## config.mk

```make
export PLATFORM = sky130hd
export DESIGN_NAME = pipelined_adder
export DESIGN_NICKNAME = d
export VERILOG_FILES = /design/src/rtl/adder_pkg.sv /design/src/rtl/adder_segment.sv /design/src/rtl/pipelined_adder.sv
export SDC_FILE = /design/constraint.sdc
export NUM_CORES = 1
export LEC_CHECK = 0
export CORE_ASPECT_RATIO = 0.5
export CORE_UTILIZATION = 59
export CTS_CLUSTER_SIZE = 24
export DETAILED_ROUTE_END_ITERATION = 8
export MAX_ROUTING_LAYER = met4
export PLACE_DENSITY = 0.83
export SETUP_SLACK_MARGIN = 0.1
export SYNTH_ARGS = -nofsm -noshare
export SYNTH_HDL_FRONTEND = slang
export SYNTH_HIERARCHICAL = 1
export SYNTH_SLANG_ARGS = --single-unit
```

## constraint.sdc

```tcl
create_clock -name Clk -period 3.2 [get_ports Clk]
set_input_delay 0.32 -clock Clk [delete_from_list [all_inputs] [get_ports Clk]]
set_output_delay 0.32 -clock Clk [all_outputs]
set_load 0.005 [all_outputs]
```

## src/rtl/adder_pkg.sv

```systemverilog
// Shared sizing defaults and helpers for the segmented pipelined adder.
// Both the top level and the segment cell import this package.
package adder_pkg;

  localparam int DEFAULT_WIDTH = 16;
  localparam int DEFAULT_SEG   = 4;

  function automatic int calc_stages(input int width, input int seg);
    return (seg > 0) ? (width / seg) : 0;
  endfunction

  // A split is usable only if every stage gets a full segment.
  function automatic bit legal_split(input int width, input int seg);
    return (seg > 0) && (width > 0) && ((width % seg) == 0) && ((width / seg) >= 1);
  endfunction

endpackage

```

## src/rtl/adder_segment.sv

```systemverilog
// SEG-bit ripple-carry slice; also reports the carry into its top bit so the
// final slice can derive signed overflow.
module adder_segment
  import adder_pkg::*;
#(
  parameter int SEG = DEFAULT_SEG
) (
  input  logic [SEG-1:0] a,
  input  logic [SEG-1:0] b,
  input  logic           cin,
  output logic [SEG-1:0] sum,
  output logic           cout,
  output logic           c_msb_in
);

  logic carry;

  always_comb begin
    carry    = cin;
    sum      = '0;
    c_msb_in = 1'b0;
    for (int i = 0; i < SEG; i++) begin
      if (i == SEG - 1) begin
        c_msb_in = carry;
      end
      sum[i] = a[i] ^ b[i] ^ carry;
      carry  = (a[i] & b[i]) | (carry & (a[i] ^ b[i]));
    end
    cout = carry;
  end

endmodule

```

## src/rtl/pipelined_adder.sv

```systemverilog
// Segmented add/subtract pipeline: one SEG-bit slice per stage, carries
// registered between stages, with a valid chain and a single global stall.
module pipelined_adder
  import adder_pkg::*;
#(
  parameter int WIDTH = DEFAULT_WIDTH,
  parameter int SEG   = DEFAULT_SEG
) (
  input  logic             Clk,
  input  logic             Reset_n,
  input  logic [WIDTH-1:0] A,
  input  logic [WIDTH-1:0] B,
  input  logic             Carry_In,
  input  logic             Sub,
  input  logic             In_Valid,
  output logic             In_Ready,
  output logic [WIDTH-1:0] Sum,
  output logic             Carry_Out,
  output logic             Overflow,
  output logic             Out_Valid,
  input  logic             Out_Ready
);

  localparam int STAGES = calc_stages(WIDTH, SEG);

  if (!legal_split(WIDTH, SEG)) begin : g_bad_split
    $error("pipelined_adder: WIDTH must be a positive integer multiple of SEG");
  end

  logic en;

  // Per-stage inputs (combinational) and registered state. Operand words are
  // carried whole; each stage only consumes its own slice of them.
  logic [WIDTH-1:0] a_in  [STAGES];
  logic [WIDTH-1:0] b_in  [STAGES];
  logic [WIDTH-1:0] s_in  [STAGES];
  logic             c_in  [STAGES];
  logic             v_in  [STAGES];

  logic [WIDTH-1:0] a_q   [STAGES];
  logic [WIDTH-1:0] b_q   [STAGES];
  logic [WIDTH-1:0] s_q   [STAGES];
  logic             c_q   [STAGES];
  logic             v_q   [STAGES];
  logic             ovf_q [STAGES];

  // The whole pipe advances together; it only stalls when the output slot is
  // occupied and the consumer is not taking it.
  assign en       = !Out_Valid || Out_Ready;
  assign In_Ready = en;

  for (genvar k = 0; k < STAGES; k++) begin : g_stage
    logic [SEG-1:0]   seg_sum;
    logic             seg_cout;
    logic             seg_cmsb;
    logic [WIDTH-1:0] s_nxt;

    if (k == 0) begin : g_head
      // Subtraction is A + ~B + 1, so the external carry is overridden.
      assign a_in[k] = A;
      assign b_in[k] = Sub ? ~B : B;
      assign c_in[k] = Sub | Carry_In;
      assign v_in[k] = In_Valid;
      assign s_in[k] = '0;
    end else begin : g_body
      assign a_in[k] = a_q[k-1];
      assign b_in[k] = b_q[k-1];
      assign c_in[k] = c_q[k-1];
      assign v_in[k] = v_q[k-1];
      assign s_in[k] = s_q[k-1];
    end

    adder_segment #(
      .SEG (SEG)
    ) u_seg (
      .a        (a_in[k][k*SEG +: SEG]),
      .b        (b_in[k][k*SEG +: SEG]),
      .cin      (c_in[k]),
      .sum      (seg_sum),
      .cout     (seg_cout),
      .c_msb_in (seg_cmsb)
    );

    always_comb begin
      s_nxt                = s_in[k];
      s_nxt[k*SEG +: SEG]  = seg_sum;
    end

    always_ff @(posedge Clk or negedge Reset_n) begin
      if (!Reset_n) begin
        v_q[k]   <= 1'b0;
        a_q[k]   <= '0;
        b_q[k]   <= '0;
        s_q[k]   <= '0;
        c_q[k]   <= 1'b0;
        ovf_q[k] <= 1'b0;
      end else if (en) begin
        v_q[k]   <= v_in[k];
        a_q[k]   <= a_in[k];
        b_q[k]   <= b_in[k];
        s_q[k]   <= s_nxt;
        c_q[k]   <= seg_cout;
        ovf_q[k] <= seg_cmsb ^ seg_cout;
      end
    end
  end

  // Only the final slice's overflow is meaningful; it sees the true top bit.
  assign Sum       = s_q[STAGES-1];
  assign Carry_Out = c_q[STAGES-1];
  assign Overflow  = ovf_q[STAGES-1];
  assign Out_Valid = v_q[STAGES-1];

endmodule

```

Yosys cells after proc, flatten, opt, wreduce, memory -nomap -nowiden
Index checks and enable logic that the tools add are counted.
- mux-type cells: 1
- reductions and logical operators: 2
- bitwise gates (word level): 83
- operator list (operator ; number):
    XOR 1 bit ; 33
    AND 1 bit ; 32
    bitwise OR 1 bit ; 17
    2-to-1 mux 16 bit ; 1
    NOT 16 bit ; 1
    zero test 1 bit ; 1
    logical OR 1 bit ; 1
- flip-flop bits (word level): 145
- output and inout port bits: 20
- input port bits: 38
- word-level logic and storage cells: 105

Logic depth before layout (Yosys ltp)
- word-level depth: 11
- mapped depth: 10
- gate-level depth less buffers: 8

Cells and area by module
The synthesis kept the hierarchy.
- by module, submodules not included (module ; seq. area each (µm²) ; cells each ; times used ; area an instance (µm²)):
    pipelined_adder ; 2427.3 ; 226 ; 1 ; 3843.7
    adder_segment ; 0.0 ; 12 ; 4 ; 110.1

Worst setup path after synthesis
No wires, ideal clock.
- path type: input to register
- start: in Sub
- end: reg s_q, in the netlist g_stage[1].s_nxt[3]
- library setup time: 125 ps
- data required time: 3075 ps
- stages: 10
- data arrival time: 2578 ps
- buffers on the path: 2
- slack: 497 ps
- cells stage by stage: buf_2 buf_4 xor2_1 fa_1 inv_1 fa_1 fa_1 inv_1 fa_1 mux2_2
- RTL lines (what ; line ; RTL):
    start, declared ; pipelined_adder.sv:14 ; input logic Sub,
    end signal, assigned by index ; pipelined_adder.sv:101 ; s_q[k] <= s_nxt;
    end, declared ; pipelined_adder.sv:42 ; logic [WIDTH-1:0] s_q [STAGES];

==> reports/summary.txt <==
Largest net degree at the start of global routing = 70
Startpoint types = primary input
Post-Syn Area = 0.00428 mm²
Post-CTS setup buffers = 0
Area of the core = 0.00686 mm²
Worst path required time = 3.42 ns
Critical path arrival = 2.97 ns
Number of unique standard cell types used by synthesis = 12
CP peak stage delay = 0.60 ns
Max Root-Sink Buffers = 2
Actual slew at the worst max-slew pin = 0.815 ns
Placed cells = 416
Iter 0 DRT Violations = 75
Final period util = 85.9%
Pwr dens = 951 mW/mm²
DP HPWL = 4420 µm
Die height = 62.3 µm
First-pass GRT wire length = 11400 µm
Syn nets = 328
FMAX = 0.364 GHz
Filler cells = 400
# port buffers = 57
Clock transition at the registers of the reported paths = 0.06 ns
Commonest non-fill, non-tap cell in the layout = dfrtp_1
GRT Util Overall = 21.1%
Setup crit end kind = flip-flop
Multi-input gate area = 0.00164 mm²
RSZ-0062 raised after global routing = no
Share of cells above drive strength 1 = 35.6%
CTS Buf Count = 9
CTS H-tree depth = 3
Initial antenna violation count = 0
Vias per cell = 5.06
YS warnings = 6
Fin crit period = 2.75 ns
Grt ovf = 0
Die Wd = 123 µm
Max Cap Viol = 0
DRC viols = 0
Most used cells in the layout excluding fill and tap cells = 97 x dfrtp_1, 78 x mux2_2, 56 x clkdlybuf4s50_1
Sink Count = 97
Leading area contributor after synthesis = dfrtp_1
Routed wire per std cell = 15.4 µm
Post_cts resized = 0
Placer Congestion = 0.725
Finished Layout Cells = 432
Antenna Cells = 0
Area Overhead vs Synth = 22.8%
Rel. slew slack = 45.7%
Hold violation total from the final report = 0
Starting density of the core = 62.5%
Vias in the first global route = 2377
Register area share after synthesis = 56.7%
CP max-delay cell = clkdlybuf4s50_1
Row count = 21
Hold Buf Count CTS = 0
Leak Pwr = 2.40 nW
Syn Area/Cell = 15.6 µm²
Area contributors post-synth = dfrtp_1 57%, mux2_2 21%, fa_1 7.5%
Via Count = 2188
Hold WC Path Type = in -> async
Final setup viols = 0
Flops & latches, synth = 97
Layout Skew = 0.00572 ns
Critical path type = in -> reg
Outcome = completed
VDD IR max = 0.607 mV
Hold_ws = 0.0800 ns
IO Pins = 58
FF/Latch Area = 0.00243 mm²
CTS tree = yes
Post-layout nets = 389
Routed WL = 6660 µm
Clock latency on the worst-skew pair = 0.34 ns
Die area = 0.00763 mm²
DR pass1 iterations = 4
Critical Path, Cell by Cell = clkdlybuf4s50_1 -> xor2_1 -> fa_1 -> inv_1 -> fa_1 -> fa_1 -> inv_1 -> fa_1 -> mux2_2
Synth top area share = 56.7%
Routed Antenna Nets = 0
Syn Inst Count = 274
Root buffer selected by CTS = clkbuf_16
CP dominant cell by count = fa_1
Final Max Slew Viols = 0
CP delay by family, top = adder cells
Crit path buf inv count = 3
CP Max Fanout = 3
Final TNS setup = 0 ns
## layer usage
layer,GRT usage [%],part of all wire (%)
met1,26.0,45
met2,32.8,50
met3,6.34,3.2
met4,8.38,2.1
met5,-,0
## final timing paths
kind,startpoint,end,slack [ns],cells after the start
worst max-delay path,Sub,g_stage[1].s_nxt[3],0.45,9
worst min-delay path,Reset_n,a_in[31],0.08,1
worst max register to register,a_in[12],Sum[15],0.88,7
worst min register to register,v_in[0],Out_Valid,0.46,1
max in group asynchronous,Reset_n,b_in[43],2.39,2
min in group Clk,v_in[0],Out_Valid,0.46,1
## area by class of cell
| class | instances | share of cell area [%] |
|---|---|---|
| tap | 92 | 2.19 |
| inverter | 32 | 2.28 |
| sequential | 97 | 46.1 |
| clock buffer | 11 | 4.80 |
| timing repair buffer | 63 | 11.9 |
| clock inverter | 5 | 1.47 |
| multi-input combinational | 132 | 31.2 |
## registers in the layout, summed over array words and instances (netlist names)
signal,count
g_stage.s_nxt,24
a_in,24
b_in,24
Out_Valid,1
Sum,16
v_in,3
Carry_Out,1
Overflow,1
c_in,3
## through the flow
stage                     setup slack (ns)  utilization, %  total power, W  cell area, µm²
after floorplan                      0.497               -         0.00327            4280
after global placement               0.252            71.9         0.00377            4930
after detailed placement             0.139            71.9         0.00386            4930
after CTS                            0.455            76.7         0.00507            5260
after global routing                 0.394            76.7         0.00535            5260
final                                0.451            76.7         0.00500            5260
## worst reg2reg max path: stages, from the launching register on
cell     delay [ns]
dfrtp_1        0.39
fa_1           0.18
inv_1          0.05
fa_1           0.38
fa_1           0.38
inv_1          0.12
fa_1           0.43
mux2_2         0.27
## cell usage after synthesis
cell type  instances
mux2_2            78
buf_6              4
inv_1             32
fa_1              16
xor2_1            17
dfrtp_1           97
mux2_4            18
buf_2              8
or2_2              1
buf_4              1
nand2b_4           1
nand2b_1           1
## report_power, final
part           leakage, nW  switching, W  internal (W)  total [W]
Sequential            1.13      0.000303       0.00179    0.00209
Clock                0.162      0.000430      0.000724    0.00115
Combinational         1.10      0.000637       0.00112    0.00176
Total                 2.40       0.00137       0.00363    0.00500
## cell families after synthesis
kind of cell / after synthesis / synth area share (%)
xor+xnor: 17 / 3.48
buf+inv: 45 / 4.97
flops: 97 / 56.7
mux: 96 / 26.8
simple gates: 3 / 0.613
fa+ha+maj: 16 / 7.48
No activity file was read; power rests on OpenSTA's default activity.
